## src/rtl/pc_fetch_controller.sv

```systemverilog
// Per-instruction sequencer for the PC datapath and the instruction-fetch handshake.
// It also keeps a retired-instruction counter, a fetch-timeout watchdog and a sticky halt/fault.
module pc_fetch_controller #(
  parameter int DBITS    = 32,
  parameter int TIMEOUT  = 15,
  parameter int CNT_BITS = 4
) (
  input  logic             clk,
  input  logic             reset,
  input  logic             start,
  input  logic             imemAck,
  input  logic             isBranch,
  input  logic             isJump,
  input  logic             isHalt,
  input  logic             cmp,
  input  logic             stall,
  output logic             imemReq,
  output logic             irWrtEn,
  output logic             pcWrtEn,
  output logic [1:0]       pcSel,
  output logic [DBITS-1:0] retired,
  output logic             halted,
  output logic             fault
);

  typedef enum logic [2:0] {
    S_IDLE,
    S_FETCH,
    S_WAIT,
    S_DECODE,
    S_EXEC,
    S_HALT,
    S_FAULT
  } state_t;

  localparam logic [1:0] SEL_PC4 = 2'd0;
  localparam logic [1:0] SEL_BR  = 2'd1;
  localparam logic [1:0] SEL_REG = 2'd2;

  localparam logic [CNT_BITS-1:0] TO_VAL = CNT_BITS'(TIMEOUT);
  localparam logic                TO_EN  = (TIMEOUT != 0);

  state_t              r_state;
  state_t              w_next;
  logic [CNT_BITS-1:0] r_wdog;
  logic [CNT_BITS-1:0] w_wdog_inc;
  logic                w_wdog_clr;
  logic                w_wdog_step;
  logic                w_retire;
  logic [DBITS-1:0]    r_retired;

  assign w_wdog_inc = r_wdog + 1'b1;

  always_ff @(posedge clk or negedge reset) begin
    if (!reset) r_state <= S_IDLE;
    else        r_state <= w_next;
  end

  always_comb begin
    w_next      = r_state;
    w_wdog_clr  = 1'b0;
    w_wdog_step = 1'b0;
    w_retire    = 1'b0;
    imemReq     = 1'b0;
    irWrtEn     = 1'b0;
    pcWrtEn     = 1'b0;
    pcSel       = SEL_PC4;
    halted      = 1'b0;
    fault       = 1'b0;
    unique case (r_state)
      S_IDLE: begin
        if (start) w_next = S_FETCH;
      end
      S_FETCH: begin
        imemReq    = 1'b1;
        w_wdog_clr = 1'b1;
        w_next     = S_WAIT;
      end
      S_WAIT: begin
        imemReq = 1'b1;
        // A late ack still beats the watchdog in the same cycle.
        if (imemAck) begin
          irWrtEn = 1'b1;
          w_next  = S_DECODE;
        end else begin
          w_wdog_step = 1'b1;
          if (TO_EN && (w_wdog_inc == TO_VAL)) w_next = S_FAULT;
        end
      end
      S_DECODE: begin
        if (isHalt) begin
          w_retire = 1'b1;
          w_next   = S_HALT;
        end else begin
          w_next = S_EXEC;
        end
      end
      S_EXEC: begin
        if (!stall) begin
          pcWrtEn  = 1'b1;
          w_retire = 1'b1;
          w_next   = S_FETCH;
          if (isJump)               pcSel = SEL_REG;
          else if (isBranch && cmp) pcSel = SEL_BR;
          else                      pcSel = SEL_PC4;
        end
      end
      S_HALT: begin
        halted = 1'b1;
      end
      S_FAULT: begin
        fault = 1'b1;
      end
      default: begin
        w_next = S_IDLE;
      end
    endcase
  end

  always_ff @(posedge clk or negedge reset) begin
    if (!reset) begin
      r_wdog <= '0;
    end else if (w_wdog_clr) begin
      r_wdog <= '0;
    end else if (w_wdog_step) begin
      r_wdog <= w_wdog_inc;
    end
  end

  always_ff @(posedge clk or negedge reset) begin
    if (!reset)        r_retired <= '0;
    else if (w_retire) r_retired <= r_retired + 1'b1;
  end

  assign retired = r_retired;

endmodule

```

## config.mk

```make
export PLATFORM = sky130hd
export DESIGN_NAME = pc_fetch_controller
export DESIGN_NICKNAME = d
export VERILOG_FILES = /design/src/rtl/pc_fetch_controller.sv
export SDC_FILE = /design/constraint.sdc
export NUM_CORES = 1
export LEC_CHECK = 0
export CAP_MARGIN = 10
export CORE_ASPECT_RATIO = 0.7
export CORE_MARGIN = 1
export CORE_UTILIZATION = 49
export CTS_BUF_LIST = sky130_fd_sc_hd__clkbuf_4 sky130_fd_sc_hd__clkbuf_8 sky130_fd_sc_hd__clkbuf_16
export DETAILED_ROUTE_END_ITERATION = 16
export PLACE_DENSITY_LB_ADDON = 0.3
export RECOVER_POWER = 100
export SYNTH_ARGS = -nofsm -noshare
export SYNTH_HDL_FRONTEND = slang
export SYNTH_SLANG_ARGS = --single-unit
```

## constraint.sdc

```tcl
create_clock -name clk -period 2.4 [get_ports clk]
set_input_delay 0.36 -clock clk [delete_from_list [all_inputs] [get_ports clk]]
set_output_delay 0.36 -clock clk [all_outputs]
set_load 0.02 [all_outputs]
```

Word level (Yosys, flattened, before mapping)
Cells that the tools add are included.

operators by class
  multiplexer cells = 24
  add/subtract/negate cells = 2
  reductions and logical operators = 6
  bitwise gates (word level) = 1
  equal/unequal tests = 10

operators by type and width
  kind                                                                   count
  32-bit by 1-bit adder with 32-bit output, second input constant        1
  3-bit one-hot mux with 6 select lines                                  1
  1-bit two-way mux                                                      13
  3-bit two-way mux                                                      4
  3-bit equality test, second input constant                             3
  4-bit two-way mux                                                      2
  3-bit by 2-bit equality test with 1-bit output, second input constant  2
  2-bit two-way mux                                                      3
  4-bit by 1-bit adder with 4-bit output, second input constant          1
  4-bit equality test, second input constant                             1
  2-bit != test, second input constant                                   2
  4-bit AND reduction                                                    1
  2-bit OR reduction                                                     2
  3-bit by 1-bit equality test with 1-bit output, second input constant  1
  3-bit zero test                                                        1
  3-bit != test, second input constant                                   1
  1-bit one-hot mux with 2 select lines                                  1
  2-bit nonzero test                                                     1
  1-bit logical AND                                                      1
  1-bit inverter                                                         1

word-level totals
  output and inout bits = 39
  logic and storage cells = 46
  register bits = 39

Depth between registers and ports, before layout
Gate-level depths: netlist (run 1).

  depth in word-level cells = 5
  depth in mapped cells = 6

Worst setup path before layout (run 1)
Ideal clock, no wire load.

  kind = register to register
  start point = reg r_state[1]
  end point = reg r_retired[26] (netlist: retired[26])
  arrival = 1.762 ns
  library setup time = 0.130 ns
  cell stages (with the launch flop) = 7
  setup slack = 0.508 ns
  buffers on the path = 1
  cells stage by stage = dfrtp_1 buf_6 nor4b_4 nor2_1 nor3b_4 nand3_1 xnor2_1

on the way
  longest elaborated chain between the ends = 2

ends and longest elaborated chain
  item                                                                                   line  source
  start, declared                                                                        43    state_t r_state;
  start signal, assigned                                                                 56    else r_state <= w_next;
  3-bit equality test or 3-bit by 2-bit equality test with 1-bit output (tied branches)  70    unique case (r_state)
  1-bit one-hot mux with 2 select lines *                                                70
  end signal, assigned                                                                   132   else if (w_retire) r_retired <= r_retired + 1'b1;
  end, declared                                                                          50    logic [DBITS-1:0] r_retired;

Mark *: on every way between the ends. The rest lies on a longest branch, timed or not.
A chain may end at the register's enable or synchronous reset.

Worst setup path after layout (run 1)
  start point = in stall
  end point = out pcSel[1]

on the way
  longest elaborated chain between the ends = 2

ends and longest elaborated chain
  item               line  source
  start, declared    16    input logic stall,
  2-bit two-way mux  99    if (!stall) begin
  2-bit two-way mux  70
  end, declared      20    output logic [1:0] pcSel,

Every way passes these cells.

==> results of run 1 <==
## power groups by stage
| stage | logic [mW] | registers [mW] | clock network (mW) |
|---|---|---|---|
| 5_1_grt | 0.754 | 0.867 | 0.447 |
| 3_3_place_gp | 0.659 | 0.855 | 0 |
| 4_1_cts | 0.675 | 0.853 | 0.421 |
| 3_5_place_dp | 0.674 | 0.866 | 0 |
| 6_report | 0.677 | 0.855 | 0.410 |
| 2_1_floorplan | 0.410 | 0.861 | 0 |
## placed cells by master, fill, tap and decap left out, drive strengths merged, types with 2 or more instances in the layout
master          n
and4b           2
dlymetal6s2s    2
clkbuf          8
nand2b          4
clkdlybuf4s50  40
and3            6
nand4b          2
inv             4
xor2            6
dfrtp          39
ha              3
dlygate4sd3     4
a31oi           2
and2            4
nand2          23
o21ai          12
xnor2          26
nand4           5
nor2           16
nand3          12
nor4            2
and4            6
buf             8
nor3            5
a21oi           6
## area by class of cell
type	count	area (um2)
fill	321	1260
timing repair buffer	56	533
multi-input combinational	152	992
clock buffer	6	76.3
tap	52	65.1
inverter	4	15.0
sequential	39	976
## path summary, 6_finish.rpt
check | startpoint | endpoint | slack (ns) | cells after the start
max | stall | pcSel[1] | 0.01 | 4
min | retired[31] | retired[31] | 0.47 | 1
max reg2reg | r_state[1] | retired[14] | 0.46 | 7
min reg2reg | retired[31] | retired[31] | 0.47 | 1
max in group asynchronous | reset | retired[4] | 0.54 | 1
min in group asynchronous | reset | retired[27] | 0.67 | 1
## state kept, by name, summed over array words and instances (netlist names)
name     count
retired     32
r_wdog       4
r_state      3
## routing by layer
metal  global-route usage, %  part of all wire (%)  up-vias  wire, um
met5                       0                     0        -         0
met4                    7.67                   1.5        0        68
met3                    5.90                   5.4       10       241
met2                    30.9                    43       42      1920
met1                    35.0                    50      773      2230
li1                        -                     -      811         -
## logic make-up (layout without fill, tap and decap cells)
family          count (synthesis)  in the layout  share of synthesized area [%]
simple gates                   92             92                           26.2
flops                          39             39                           48.5
xor+xnor                       32             32                           13.9
compound gates                 25             25                           7.34
buf+inv                         9             66                           2.12
fa+ha+maj                       3              3                           1.87
## critical path, delay by kind of cell
family,cells,cell delay (ns)
buffers and inverters,2,1.09
and+or+nand+nor,2,0.58
## what timing repair did
item                                    CTS  global route
setup buffers                             0             2
hold endpoints to repair                  0             0
gates resized for setup                   0             2
pin swaps                                 1             1
endpoints found under the setup margin    1             2
## metrics by stage
step                instance area (um2)  instances  setup WS, ns  hold WS, ns
floorplan                          2010        200         0.508       0.0644
global placement                   2570        301        0.0303        0.461
detailed placement                 2570        301       -0.0593        0.466
finish                             2660        309        0.0105        0.468
CTS                                2640        307      0.000181        0.202
global route                       2660        309      -0.00637        0.482
==> reports/results.txt, run 1 <==
status = finished, violations left
failing checks = capacitance limit, slew limit
via count = 1,636
top cells by count, synth = dfrtp_1 (39), xnor2_1 (26), nand2_1 (23)
Leak = 1.20 nW
Fmax = 418 MHz
Area Growth Syn to Fin = 32.2%
clock slew at reported path FFs = 0.07 ns
Slowest cell on crit path = clkdlybuf4s50_1
I/O pin count = 48
Slew Limit Headroom = -39.0%
synthesized flop and latch total = 39
CTS Hold Bufs = 0
PortBufs = 47
DRT Pass-1 Iters = 4
Seq pwr share = 44.0%
CP endpoint kind = primary output
skew final = 0.00258 ns
FP Rows = 19
Net Sw Power = 707 uW
pin count of the biggest net entering global routing = 40
synthesized area per cell = 10.1 um2
CP arrival = 2.03 ns
period utilization = 99.6%
number of enable flip-flop cells after synthesis = 0
Root Driver = clkbuf_8
Synth area leaders = dfrtp_1 (49%), xnor2_1 (11%), nand2_1 (4.3%)
Overall Power = 1.94 mW
CTS H-tree depth = 2
Setup CP Type = input pin to primary output
final wirelength = 4460 um
final setup fails = 0
post-synth top area share = 48.5%
Worst setup SP type = input pin
Setup TNS = 0 ns
Synth Net Count = 212
yosys synthesis warning count = 0
Synth area leader = dfrtp_1
Critical Path RT = 2.04 ns
clock power share = 21.1%
Top cell by count, worst path = clkdlybuf4s50_1
vias in the first global route = 1,515
final core utilization = 67.8%
WL per Instance = 14.4 um
Initial Util = 51.3%
Worst path max stage delay = 0.59 ns
Synth Instances = 200
VDD IR-drop max = 0.401 mV
Fin. Hold Viols = 0
DP HPWL = 3250 um
synth unique cells = 36
Max-Cap Viols = 1
GRT Residual Overflow = 0
Detailed Route Iter0 Violations = 93
Seq/Total Area, Yosys = 48.5%
initial antenna violation count = 0
drt via density = 5.29
internal power = 1.24 mW
top_reg_cell synth = dfrtp_1
final estimated routing congestion in global placement = 0.804
Post-DRT Antenna Nets = 0
Die Width = 78.6 um
clock latency at the later pin of the worst-skew pair = 0.29 ns
post-layout minimum cycle time = 2.39 ns
first-pass GRT wire length = 7530 um
CTS Buf Count = 5
Slew Viols, Final = 40
clock tree buffer depth = 2
Logic pwr share = 34.9%
CTS tree = yes
# DRC = 0
Sink Count = 39
Critical Path, Cell by Cell = clkdlybuf4s50_1 -> nor4b_4 -> and2_2 -> clkdlybuf4s50_1
Hold Crit Class = flip-flop to flip-flop
core region area = 3920 um2
layout cell share with drive strength beyond 1 = 8.17%
gr usage total = 22.8%
count leader, synth = dfrtp_1
Final #Nets = 270
Critical Path Fanout Max = 4
mapped cell area = 2010 um2
ant diodes = 0
Power per Cell Area = 731 nW/um2
Tightest Pin Transition = 2.09 ns
Post-synth ARST share = 100%
full die area = 4370 um2
switching share of total power = 36.4%
Die Ht = 55.6 um
No activity file was read; power rests on OpenSTA's default activity.
==> run 2, diff against run 1 <==
Settings changed: SETUP_SLACK_MARGIN set to 0.3, SKIP_CTS_REPAIR_TIMING set to 1.
==> reports/results.txt, run 2 (synthesis results as in run 1) <==
status = finished clean
Fin. Hold Viols = 0
CP endpoint kind = primary output
RSZ-0062 raised after global routing = false
most common cell after layout, fill and taps aside = dfrtp_1
Finished Cell Area = 2620 um2
vias in the first global route = 1,516
Die Width = 78.6 um
Critical Path Fanout Max = 8
Area Growth Syn to Fin = 30.1%
pin count of the biggest net entering global routing = 40
clock latency at the later pin of the worst-skew pair = 0.28 ns
Critical Path RT = 2.04 ns
Detailed Route Iter0 Violations = 90
clock power share = 21.6%
drt via density = 5.27
most frequent cells in the layout = dfrtp_1 (38), dlygate4sd3_1 (34), xnor2_1 (26), nand2_1 (23), nor2_1 (16)
reg2reg end = retired[27]
Overall Power = 1.90 mW
clock tree buffer depth = 2
Inst Count DP = 301
Slew Viols, Final = 0
Setup CP Type = flip-flop to primary output
GRT Residual Overflow = 0
Net Sw Power = 706 uW
ant diodes = 0
Crit Reg-Reg Startpoint = r_state[2]
CP arrival = 1.81 ns
Max-Cap Viols = 0
Fmax = 460 MHz
CTS H-tree depth = 2
initial antenna violation count = 0
DRT Pass-1 Iters = 4
Leak = 1.24 nW
period utilization = 90.5%
fin cells = 309
Die Ht = 55.6 um
Root Driver = clkbuf_8
FP Rows = 19
I/O pin count = 48
final wirelength = 4480 um
PortBufs = 47
post-layout minimum cycle time = 2.17 ns
full die area = 4370 um2
Power per Cell Area = 727 nW/um2
clock slew at reported path FFs = 0.07 ns
Final #Nets = 270
DP HPWL = 3250 um
Worst R2R Setup Slack = 0.44 ns
Slew Limit Headroom = 42.4%
switching share of total power = 37.1%
first-pass GRT wire length = 7530 um
final estimated routing congestion in global placement = 0.804
WL per Instance = 14.5 um
Logic pwr share = 33.4%
Worst setup SP type = flip-flop
fillers = 325
Initial Util = 51.3%
via count = 1,627
CTS tree = yes
gr usage total = 22.8%
Largest register FFs = 32
core region area = 3920 um2
Sink Count = 39
# DRC = 0
VDD IR-drop max = 0.401 mV
pre-CTS setup slack = -0.0593 ns
final setup margin = 0.227 ns
dpl cell area = 2570 um2
internal power = 1.20 mW
final setup fails = 0
Seq pwr share = 45.0%
Tightest Pin Transition = 0.864 ns
Post-DRT Antenna Nets = 0
worst r2r path cells = 8
skew final = 0.00162 ns
Hold Crit Class = input pin to asynchronous set/reset pin
layout cell share with drive strength beyond 1 = 8.95%
CTS Buf Count = 5
[run 2: cell types whose count changed in the layout (fill, tap and decap cells not counted), moves of 2 or more]
cell             previous run  this run
clkdlybuf4s50_1            40         6
clkbuf_1                    2         6
dlygate4sd3_1               4        34
dlymetal6s2s_1              2         0
clkbuf_4                    1         3
[run 2: worst max-delay path by stage]
stage,endpoint,from,depth (start not counted)
final,fault,r_state[2],4
after global routing,fault,r_state[2],4
after CTS,pcSel[0],stall,4
after detailed placement,pcSel[0],stall,4
after global placement,pcSel[0],stall,4
after floorplan,retired[26],r_state[1],6
[run 2: layout make-up]
class | count | area (um2) | share of cell area, %
clock buffers | 6 | 76.3 | 2.92
inverters | 4 | 15.0 | 0.574
multi-input cells | 152 | 987 | 37.7
flip-flops and latches | 39 | 977 | 37.4
well taps | 52 | 65.1 | 2.49
repair buffers | 56 | 495 | 18.9
[run 2: critical path: stages (launching register included)]
cell and delay, ns:
dfrtp_1 0.50, buf_4 0.21, nand2_1 0.07, nor2_1 0.07, dlygate4sd3_1 0.68
[run 2: power by group through the flow]
| stage | clock network, mW | logic, mW | registers [mW] |
|---|---|---|---|
| after detailed placement | 0 | 0.674 | 0.866 |
| after CTS | 0.421 | 0.674 | 0.853 |
| after global routing | 0.447 | 0.712 | 0.868 |
| final | 0.410 | 0.636 | 0.856 |
| after floorplan | 0 | 0.410 | 0.861 |
| after global placement | 0 | 0.659 | 0.855 |
[run 2: metal layers]
layer / up-vias / global-route usage, % / share of wire [%]
met4: 0 / 7.67 / 1.2
met3: 7 / 5.90 / 4.4
met1: 778 / 35.0 / 51
li1: 810 / - / -
met5: - / 0 / 0
met2: 32 / 30.9 / 43
[run 2: stage by stage]
stage / util (%) / hold slack [ns] / TNS (ns)
after floorplan: - / 0.0644 / 0
after global placement: 65.4 / 0.461 / 0
after detailed placement: 65.4 / 0.466 / -0.0593
after CTS: 67.4 / 0.202 / -0.0599
after global routing: 66.7 / 0.248 / 0
final: 66.7 / 0.186 / 0
==> run 3, diff against run 2 <==
Settings changed: RECOVER_POWER 100 to not set.
==> reports/results.txt, run 3 (synthesis results as in run 1) <==
CP endpoint kind = primary output
Die Width = 78.6 um
FP Rows = 19
worst r2r path cells = 6
Largest delay share family, worst path = buffers and inverters
most common cell after layout, fill and taps aside = clkdlybuf4s50_1
via count = 1,645
Initial Util = 51.3%
initial antenna violation count = 0
final setup fails = 0
Setup TNS = 0 ns
final core utilization = 68.2%
Critical Path, Cell by Cell = buf_4 -> nand2_1 -> nor2_1 -> clkdlybuf4s50_1
RSZ-0062 raised after global routing = false
# DRC = 0
clock slew at reported path FFs = 0.07 ns
Overall Power = 1.95 mW
Fmax = 493 MHz
Leak = 1.26 nW
most frequent cells in the layout = clkdlybuf4s50_1 (40), dfrtp_1 (37), xnor2_1 (26), nand2_1 (23), nor2_1 (16)
Crit Reg-Reg Startpoint = r_state[0]
Worst path max stage delay = 0.61 ns
Root Driver = clkbuf_8
Final #Nets = 270
drt via density = 5.32
Largest register FFs = 32
full die area = 4370 um2
CTS H-tree depth = 2
core region area = 3920 um2
CTS Buf Count = 5
Crit. path cell count = 4
CP arrival = 1.67 ns
WL per Instance = 14.5 um
clock latency at the later pin of the worst-skew pair = 0.29 ns
vias in the first global route = 1,516
gr usage total = 22.8%
Critical Path Fanout Max = 8
final wirelength = 4490 um
DP HPWL = 3250 um
ant diodes = 0
reg2reg end = retired[6]
post-layout minimum cycle time = 2.03 ns
Area Growth Syn to Fin = 33.0%
Max-Cap Viols = 0
layout cell share with drive strength beyond 1 = 9.73%
Tightest Pin Transition = 0.863 ns
Hold Crit Class = input pin to asynchronous set/reset pin
Sink Count = 39
Fin. Hold Viols = 0
pin count of the biggest net entering global routing = 40
Detailed Route Iter0 Violations = 65
Power per Cell Area = 728 nW/um2
GRT Residual Overflow = 0
final estimated routing congestion in global placement = 0.804
Post-DRT Antenna Nets = 0
Setup CP Type = flip-flop to primary output
skew final = 0.00202 ns
VDD IR-drop max = 0.405 mV
PortBufs = 47
status = finished clean
DRT Pass-1 Iters = 4
clock tree buffer depth = 2
Slew Viols, Final = 0
Slowest cell on crit path = clkdlybuf4s50_1
Die Ht = 55.6 um
Buffers & Inverters on Critical Path = 2
CTS tree = yes
Worst R2R Setup Slack = 0.47 ns
Critical Path RT = 2.04 ns
period utilization = 84.4%
Worst setup SP type = flip-flop
I/O pin count = 48
Slew Limit Headroom = 42.5%
first-pass GRT wire length = 7530 um
[run 3: cell count changes in the layout (fill, tap and decap cells not counted), moves of 2 or more]
cell             previous run  this run
buf_4                       7         9
dlygate4sd3_1              34         0
clkbuf_1                    6         0
dlymetal6s2s_1              0         6
clkbuf_4                    3         1
clkdlybuf4s50_1             6        40
[run 3: layout make-up]
type	count	area, um2
fillers	315	1250
multi-input cells	152	992
flip-flops and latches	39	978
repair buffers	56	548
clock buffers	6	76.3
well taps	52	65.1
inverters	4	15.0
[run 3: metal layers]
metal  vias to the layer above  GRT usage [%]  part of all wire [%]
li1                        810              -                     -
met3                         8           5.90                   5.5
met4                         0           7.67                   1.2
met5                         -              0                     0
met1                       778           35.0                    50
met2                        49           30.9                    44
[run 3: worst max-delay path by stage]
stage / slack (ns) / to / start
after floorplan: 0.51 / retired[26] / r_state[1]
after global placement: 0.03 / pcSel[0] / stall
after detailed placement: -0.06 / pcSel[0] / stall
after CTS: -0.06 / pcSel[0] / stall
after global routing: 0.31 / retired[30] / stall
final: 0.37 / fault / r_state[2]
[run 3: stage by stage]
stage | worst slack (ns) | hold WS, ns | instance area [um2] | std cells
5_1_grt | 0.309 | 0.248 | 2680 | 309
4_1_cts | -0.0599 | 0.202 | 2640 | 307
3_3_place_gp | 0.0303 | 0.461 | 2570 | 301
2_1_floorplan | 0.508 | 0.0644 | 2010 | 200
3_5_place_dp | -0.0593 | 0.466 | 2570 | 301
6_report | 0.374 | 0.184 | 2680 | 309
[run 3: report_power, final]
part           switching [mW]  leakage, nW  internal (mW)
combinational           0.379        0.684          0.299
clock                   0.205       0.0406          0.205
sequential              0.123        0.531          0.736
total                   0.707         1.26           1.24
